## src/rtl/dual_writeback_arbiter_pkg.sv

```systemverilog
// Shared core constants and helpers for the dual write-back arbiter.
package dual_writeback_arbiter_pkg;

  localparam int unsigned XLEN          = 32;
  localparam int unsigned REG_ADDR_W    = 5;
  localparam int unsigned NUM_REGS      = 32;
  localparam int unsigned DEFAULT_DEPTH = 4;

  // Source feeding a register-file write port in a given cycle.
  typedef enum logic [1:0] {
    SrcNone,
    SrcAlu,
    SrcBuf,
    SrcLl
  } wb_src_e;

  function automatic logic [NUM_REGS-1:0] rd_onehot(input logic [REG_ADDR_W-1:0] rd);
    logic [NUM_REGS-1:0] oh;
    oh     = '0;
    oh[rd] = 1'b1;
    return oh;
  endfunction

endpackage

```

## src/rtl/wb_fifo.sv

```systemverilog
// Long-latency result buffer: 1 write, 2 head reads, per-entry live bits and
// an rd-match kill so younger ALU writes can retire stale buffered results.
module wb_fifo #(
  parameter int unsigned XLEN  = dual_writeback_arbiter_pkg::XLEN,
  parameter int unsigned DEPTH = dual_writeback_arbiter_pkg::DEFAULT_DEPTH
) (
  input  logic            clk,
  input  logic            reset,
  input  logic            push,
  input  logic [4:0]      push_rd,
  input  logic [XLEN-1:0] push_data,
  input  logic [1:0]      pop_cnt,
  input  logic            kill0_en,
  input  logic [4:0]      kill0_rd,
  input  logic            kill1_en,
  input  logic [4:0]      kill1_rd,
  output logic            head0_valid,
  output logic            head0_live,
  output logic [4:0]      head0_rd,
  output logic [XLEN-1:0] head0_data,
  output logic            head1_valid,
  output logic            head1_live,
  output logic [4:0]      head1_rd,
  output logic [XLEN-1:0] head1_data,
  output logic            full,
  output logic            empty,
  output logic [31:0]     pending_mask
);
  import dual_writeback_arbiter_pkg::*;

  localparam int unsigned PtrW = $clog2(DEPTH);
  localparam int unsigned CntW = $clog2(DEPTH + 1);

  logic [PtrW-1:0]       rptr_q, rptr_d, wptr_q, wptr_d, rptr1;
  logic [CntW-1:0]       count_q, count_d;
  logic [DEPTH-1:0]      live_q, live_d, kill_hit;
  logic [REG_ADDR_W-1:0] rd_q [DEPTH];
  logic [REG_ADDR_W-1:0] rd_d [DEPTH];
  logic [XLEN-1:0]       data_q [DEPTH];
  logic [NUM_REGS-1:0]   pending_q, pending_d;

  assign rptr1        = rptr_q + 1'b1;
  assign full         = (count_q == CntW'(DEPTH));
  assign empty        = (count_q == '0);
  assign pending_mask = pending_q;

  // Per-entry kill match against the ALU lanes writing this cycle.
  always_comb begin
    kill_hit = '0;
    for (int unsigned i = 0; i < DEPTH; i++) begin
      kill_hit[i] = (kill0_en && (rd_q[i] == kill0_rd)) || (kill1_en && (rd_q[i] == kill1_rd));
    end
  end

  // Head views; live already excludes entries killed in this same cycle.
  always_comb begin
    head0_valid = !empty;
    head1_valid = (count_q > CntW'(1));
    head0_live  = head0_valid && live_q[rptr_q] && !kill_hit[rptr_q];
    head1_live  = head1_valid && live_q[rptr1] && !kill_hit[rptr1];
    head0_rd    = rd_q[rptr_q];
    head1_rd    = rd_q[rptr1];
    head0_data  = data_q[rptr_q];
    head1_data  = data_q[rptr1];
  end

  // Next-state: kill, pop, push, then rebuild the pending mask from the result.
  always_comb begin
    live_d = live_q & ~kill_hit;
    rd_d   = rd_q;
    rptr_d = rptr_q + PtrW'(pop_cnt);
    wptr_d = wptr_q;
    if (pop_cnt != 2'd0) live_d[rptr_q] = 1'b0;
    if (pop_cnt == 2'd2) live_d[rptr1] = 1'b0;
    if (push) begin
      live_d[wptr_q] = 1'b1;
      rd_d[wptr_q]   = push_rd;
      wptr_d         = wptr_q + 1'b1;
    end
    count_d   = count_q - CntW'(pop_cnt) + CntW'(push);
    pending_d = '0;
    for (int unsigned i = 0; i < DEPTH; i++) begin
      if (live_d[i]) pending_d = pending_d | rd_onehot(rd_d[i]);
    end
  end

  // Control state with asynchronous reset; in-flight results are dropped.
  always_ff @(posedge clk or posedge reset) begin
    if (reset) begin
      rptr_q    <= '0;
      wptr_q    <= '0;
      count_q   <= '0;
      live_q    <= '0;
      pending_q <= '0;
    end else begin
      rptr_q    <= rptr_d;
      wptr_q    <= wptr_d;
      count_q   <= count_d;
      live_q    <= live_d;
      pending_q <= pending_d;
    end
  end

  // Payload storage needs no reset; live bits qualify every entry.
  always_ff @(posedge clk) begin
    rd_q <= rd_d;
    if (push) data_q[wptr_q] <= push_data;
  end

endmodule

```

## src/rtl/dual_writeback_arbiter.sv

```systemverilog
// Merges two zero-latency ALU lanes and a buffered long-latency stream onto two
// register-file write ports, keeping younger ALU results authoritative.
module dual_writeback_arbiter #(
  parameter int unsigned XLEN  = dual_writeback_arbiter_pkg::XLEN,
  parameter int unsigned DEPTH = dual_writeback_arbiter_pkg::DEFAULT_DEPTH
) (
  input  logic            clk,
  input  logic            reset,
  input  logic            alu0_valid,
  input  logic [4:0]      alu0_rd,
  input  logic [XLEN-1:0] alu0_data,
  input  logic            alu1_valid,
  input  logic [4:0]      alu1_rd,
  input  logic [XLEN-1:0] alu1_data,
  input  logic            ll_valid,
  input  logic [4:0]      ll_rd,
  input  logic [XLEN-1:0] ll_data,
  output logic            ll_ready,
  output logic            we1,
  output logic [4:0]      rd1,
  output logic [XLEN-1:0] wdata1,
  output logic            we2,
  output logic [4:0]      rd2,
  output logic [XLEN-1:0] wdata2,
  output logic [31:0]     pending_mask
);
  import dual_writeback_arbiter_pkg::*;

  logic            p1_alu, p2_alu, ll_kill, ll_take, bypass, push;
  logic [1:0]      n_free, pop_cnt;
  logic            head0_valid, head0_live, head1_valid, head1_live, head0_wr, head1_wr;
  logic [4:0]      head0_rd, head1_rd;
  logic [XLEN-1:0] head0_data, head1_data;
  logic            fifo_full, fifo_empty;
  wb_src_e         src1, src2;

  assign p1_alu   = alu0_valid && (alu0_rd != 5'd0);
  assign p2_alu   = alu1_valid && (alu1_rd != 5'd0);
  // A same-cycle ll result aimed at an ALU destination is already stale.
  assign ll_kill  = (p1_alu && (ll_rd == alu0_rd)) || (p2_alu && (ll_rd == alu1_rd));
  assign ll_ready = !reset && !fifo_full;
  assign ll_take  = ll_valid && ll_ready && (ll_rd != 5'd0) && !ll_kill;
  assign bypass   = ll_take && fifo_empty && (!p1_alu || !p2_alu);
  assign push     = ll_take && !bypass;

  // Drain slots = free ports, bounded by occupancy; dead heads still use a slot.
  always_comb begin
    n_free = {1'b0, !p1_alu} + {1'b0, !p2_alu};
    if (!head0_valid) begin
      pop_cnt = 2'd0;
    end else if (!head1_valid && (n_free == 2'd2)) begin
      pop_cnt = 2'd1;
    end else begin
      pop_cnt = n_free;
    end
    // Two drained entries with one rd: only the younger one may write.
    head0_wr = head0_live &&
               !((pop_cnt == 2'd2) && head1_live && (head1_rd == head0_rd));
    head1_wr = head1_live && (pop_cnt == 2'd2);
  end

  // Port source selection: ALU lane owns its port, then buffer head, then bypass.
  always_comb begin
    src1 = SrcNone;
    src2 = SrcNone;
    if (p1_alu)                 src1 = SrcAlu;
    else if (pop_cnt != 2'd0)   src1 = SrcBuf;
    else if (bypass)            src1 = SrcLl;
    if (p2_alu)                 src2 = SrcAlu;
    else if (pop_cnt != 2'd0)   src2 = SrcBuf;
    else if (bypass && p1_alu)  src2 = SrcLl;
  end

  // Write-port drive; port 2 takes head1 only when port 1 consumed head0.
  always_comb begin
    we1    = 1'b0;
    rd1    = '0;
    wdata1 = '0;
    we2    = 1'b0;
    rd2    = '0;
    wdata2 = '0;
    case (src1)
      SrcAlu: begin we1 = 1'b1;     rd1 = alu0_rd;  wdata1 = alu0_data;  end
      SrcBuf: begin we1 = head0_wr; rd1 = head0_rd; wdata1 = head0_data; end
      SrcLl:  begin we1 = 1'b1;     rd1 = ll_rd;    wdata1 = ll_data;    end
      default: ;
    endcase
    case (src2)
      SrcAlu: begin we2 = 1'b1; rd2 = alu1_rd; wdata2 = alu1_data; end
      SrcBuf: begin
        if (p1_alu) begin
          we2 = head0_wr; rd2 = head0_rd; wdata2 = head0_data;
        end else begin
          we2 = head1_wr; rd2 = head1_rd; wdata2 = head1_data;
        end
      end
      SrcLl:  begin we2 = 1'b1; rd2 = ll_rd; wdata2 = ll_data; end
      default: ;
    endcase
    if (reset) begin
      we1 = 1'b0;
      we2 = 1'b0;
    end
  end

  wb_fifo #(
    .XLEN  (XLEN),
    .DEPTH (DEPTH)
  ) u_wb_fifo (
    .clk          (clk),
    .reset        (reset),
    .push         (push),
    .push_rd      (ll_rd),
    .push_data    (ll_data),
    .pop_cnt      (pop_cnt),
    .kill0_en     (p1_alu),
    .kill0_rd     (alu0_rd),
    .kill1_en     (p2_alu),
    .kill1_rd     (alu1_rd),
    .head0_valid  (head0_valid),
    .head0_live   (head0_live),
    .head0_rd     (head0_rd),
    .head0_data   (head0_data),
    .head1_valid  (head1_valid),
    .head1_live   (head1_live),
    .head1_rd     (head1_rd),
    .head1_data   (head1_data),
    .full         (fifo_full),
    .empty        (fifo_empty),
    .pending_mask (pending_mask)
  );

endmodule

```

## config.mk

```make
export PLATFORM = sky130hd
export DESIGN_NAME = dual_writeback_arbiter
export DESIGN_NICKNAME = d
export VERILOG_FILES = /design/src/rtl/dual_writeback_arbiter_pkg.sv /design/src/rtl/wb_fifo.sv /design/src/rtl/dual_writeback_arbiter.sv
export SDC_FILE = /design/constraint.sdc
export NUM_CORES = 1
export LEC_CHECK = 0
export BUFFER_PORTS_ARGS = -buffer_cell sky130_fd_sc_hd__clkbuf_2
export CELL_PAD_IN_SITES_DETAIL_PLACEMENT = 0
export CELL_PAD_IN_SITES_GLOBAL_PLACEMENT = 1
export CORE_ASPECT_RATIO = 1.1
export CORE_UTILIZATION = 48
export CTS_CLUSTER_SIZE = 8
export DETAILED_ROUTE_END_ITERATION = 7
export PLACE_DENSITY = 0.95
export SLEW_MARGIN = 20
export SYNTH_ARGS = -nofsm -noshare
export SYNTH_HDL_FRONTEND = slang
export SYNTH_SLANG_ARGS = --single-unit
```

## constraint.sdc

```tcl
create_clock -name clk -period 14.6 [get_ports clk]
set_clock_uncertainty 0.1 [all_clocks]
set_input_delay 2.92 -clock clk [delete_from_list [all_inputs] [get_ports clk]]
set_output_delay 2.92 -clock clk [all_outputs]
set_load 0.01 [all_outputs]
```

==> flow_summary.yaml <==
outcome:
  outcome: "finished, final reports clean"
worst_setup_path:
  reg2reg_depth: 9
  worstPathCellList: "clkbuf_2 -> or4_1 -> o21a_2 -> buf_4 -> clkinv_8 -> ha_1 -> nor2_1 -> nor2_4 -> buf_4 -> nor2_1 -> and3_1 -> a221o_1 -> clkbuf_2"
  critical_path.reg2reg.endpoint: "u_wb_fifo.pending_mask[26]"
  regToRegSetupSlack_ns: 10.72
  worst_path_largest_cell_delay_ns: 0.76
  crit_path_top_delay_cell: "and3_1"
  critPathMaxFanout: 80
  setup.worst_path.class: "in -> out"
  worstSetupEndpointType: "output port"
  rr_startpoint: "u_wb_fifo.count_q[2]"
  critical_path.startpoint: "alu0_rd[3]"
  worstPathRequired_ns: 11.58
  timing.critical_path.from_type: "input port"
  arrival_ns: 7.21
final_layout:
  final_cell_count_no_fill: 1681
  filler_cell_count: 2176
  mostFrequentLayoutCell: "clkbuf_2"
  final_nets: 1452
  layout-drive-gt1-share: 0.2826
  layout.cells.most_common_list: "clkbuf_2 (224), nand2_1 (177), edfxtp_1 (128)"
  area_delta_synth_final_pct: 14.04
routing:
  drc: 0
  first_pass_iters: 6
  wl_per_cell_um: 22.88
  vias_post_dr: 10679
  drt_first_iter_violations: 867
  drt_wl_total_mm: 38.46
  average_via_count_per_standard_cell: 6.353
  route.antenna.remaining_nets: 0
clock_network:
  cts-resized-gates: 0
  post_cts_hold_buffer_count: 0
  numClockSinks: 191
  cts_buffer_depth: 2
  cts_root_buffer: "clkbuf_16"
  cts_made_buffers: 17
  tritoncts: "done"
  clk-insertion-delay-late_ns: 0.45
  clkSlewWorstSetupHoldPaths_ns: 0.07
  cts_setup_buffers: 0
  cts-htree-levels: 4
timing:
  fin_tns_setup_ns: 0
  worst_pin_slew_ns: 0.9836
  finalSetupViolCount: 0
  layout_setup_ws_ns: 4.371
  min_clock_period_post_route_ns: 10.23
  part_of_the_cycle_the_worst_path_needs: 0.7006
  slew_headroom: 0.3392
  rsz0062_at_grt: "false"
  clock.fmax_mhz: 97.76
  report.final.slew_viol_count: 0
  hold_violations: 0
min_path:
  worst_hold_startpoint: "u_wb_fifo.rd_q[0]"
  holdCritPathClass: "reg -> reg"
  min_delay_worst_endpoint: "u_wb_fifo.rd_q[0]"
  min_delay_path_depth: 2
power_and_ir_drop:
  sequentialPowerShare: 0.331
  design_power_total_mw: 2.581
  power.clock.fraction: 0.182
  swShare: 0.4343
  max-vdd-ir-drop_mv: 0.1101
  p_leak_nw: 5.497
  power.switching_mw: 1.121
  powerDensity_mw_per_mm2: 182.7
  power.internal_mw: 1.460
  comb_power_share: 0.487
yosys:
  synth_adder_area_share: 0.01575
  syn-num-nets: 1315
  synth.mux.area_fraction: 0.1353
  yosys.area.top_type_share: 0.3102
  largest_cells_by_area_after_synthesis: "edfxtp_1 (31%), mux4_2 (13%), dfrtp_1 (8.7%)"
  synth_sequential_area_ratio: 0.4293
  synth.ff_latch_count: 191
  synth.cell_area_mm2: 0.01239
  synthesis.instances: 1184
  async_set_or_reset_register_ratio_after_synthesis: 0.2251
  synth-simple-area-share: 0.1901
  synth_area_leader_cell: "edfxtp_1"
  synth_compound_gate_area_share: 0.1359
  synth-edff-count: 128
  main_combinational_cell_family_by_area_after_synthesis: "simple AND/OR/NAND/NOR gates"
  synthXorXnorAreaFrac: 0.04241
  synth_cell_types: 80
  ys_warns: 0
  synth_ff_type: "edfxtp_1"
  syn_area_per_cell_um2: 10.47
run:
  cap_viol_max_count: 0
place:
  place.gp.congestion: 0.9326
  dp_hpwl_mm: 25.75
  number_of_placed_instances_with_taps_included: 1648
  numPortBuffers: 224
  dpl_worst_slack_ns: 4.445
grt:
  grtUsageMet3: 0.05117
  grt_antenna_before_repair: 1
  grt.total_usage: 0.2943
  grt_start_max_net_pins: 81
  gr-usage-met1: 0.3754
  busiest_layer_in_global_routing: "met2"
  grt_first_pass_wirelength_mm: 58.35
  number_of_global_route_vias_before_repair: 10078
  gr-usage-met2: 0.4822
  global_route.overflow_total: 0
die:
  start_util: 0.4890
  io_pins: 225
  floorplan.die.height_um: 170.5
  rows: 61
  die_x_um: 155.2
  design.die.area_mm2: 0.02646
  core_mm2: 0.02534
[cells in the mapped netlist (5+ instances only)]
master and count:
a21oi_1 44, a221o_1 21, a221oi_1 35, a22oi_1 13, a311oi_1 14, a32oi_1 14
and2_1 7, and3_1 5, buf_1 13, buf_2 31, buf_4 6, buf_6 5
clkbuf_1 63, dfrtp_1 43, dfxtp_1 20, edfxtp_1 128, ha_1 14, inv_1 17
mux4_2 74, nand2_1 177, nand2b_1 11, nand3_1 53, nand4_1 25, nor2_1 120
nor2b_1 19, nor3_1 21, nor4_1 6, o211ai_1 6, o21ai_0 11, o22a_1 6
o32a_1 18, or2_2 8, or3_1 10, xnor2_1 36, xor2_1 24
[state kept, by name (all words and copies together), names as in the netlist]
| name | count |
|---|---|
| u_wb_fifo.wptr_q | 2 |
| u_wb_fifo.rptr_q | 2 |
| u_wb_fifo.data_q | 128 |
| u_wb_fifo.rd_q | 20 |
| u_wb_fifo.count_q | 3 |
| u_wb_fifo.pending_mask | 32 |
| u_wb_fifo.live_q | 4 |
[power by group through the flow]
stage / Sequential, mW / Combinational [mW] / Clock, mW
3_3_place_gp: 0.851 / 1.22 / 0
5_1_grt: 0.862 / 1.36 / 0.498
3_5_place_dp: 0.855 / 1.24 / 0
2_1_floorplan: 0.724 / 1.03 / 0
4_1_cts: 0.845 / 1.25 / 0.476
6_report: 0.854 / 1.26 / 0.470
[final cells by class]
type                       count  area [um^2]  share of cell area
multi-input combinational    854         6454              0.4567
sequential                   191         5325              0.3768
clock buffer                  17        425.4             0.03010
tap                          346        432.9             0.03064
antenna                        1        2.502           0.0001771
clock inverter                15        185.2             0.01310
timing repair buffer         237         1219             0.08624
inverter                      20        87.58            0.006198
[kinds of logic after synthesis]
group,Yosys count
compound gates,213
xor+xnor,60
fa+ha+maj,15
buf+inv,139
flops,191
mux,75
simple gates,491
[layer usage]
metal  vias to the layer above  wire length [um]
li1                       4761                 -
met1                      5122             14730
met2                       679             18390
met3                       117              3609
met4                         0              1725
met5                         -                 0
[metrics by stage]
step           hold slack, ns    util  area [um^2]
3_5_place_dp           0.4559  0.5335        13520
3_3_place_gp           0.4547  0.5335        13520
5_1_grt                0.5329  0.5577        14130
2_1_floorplan          0.4132       -        12390
4_1_cts                0.5145  0.5576        14130
6_report               0.5300  0.5577        14130
[critical path: cells and delay by family]
kind            cells  cell delay, ns
compound gates      2            0.40
buf+inv             5            1.84
simple gates        5            1.50
fa+ha+maj           1            0.41
[how the worst max path moves through the flow]
stage	to	slack, ns	cells after the start
5_1_grt	rd2[2]	4.06	13
3_5_place_dp	rd2[2]	4.45	13
6_report	rd2[2]	4.37	13
4_1_cts	rd2[2]	4.46	13
2_1_floorplan	wdata2[11]	5.37	17
3_3_place_gp	rd2[2]	4.59	13
Power figures use the tool's default switching activity.
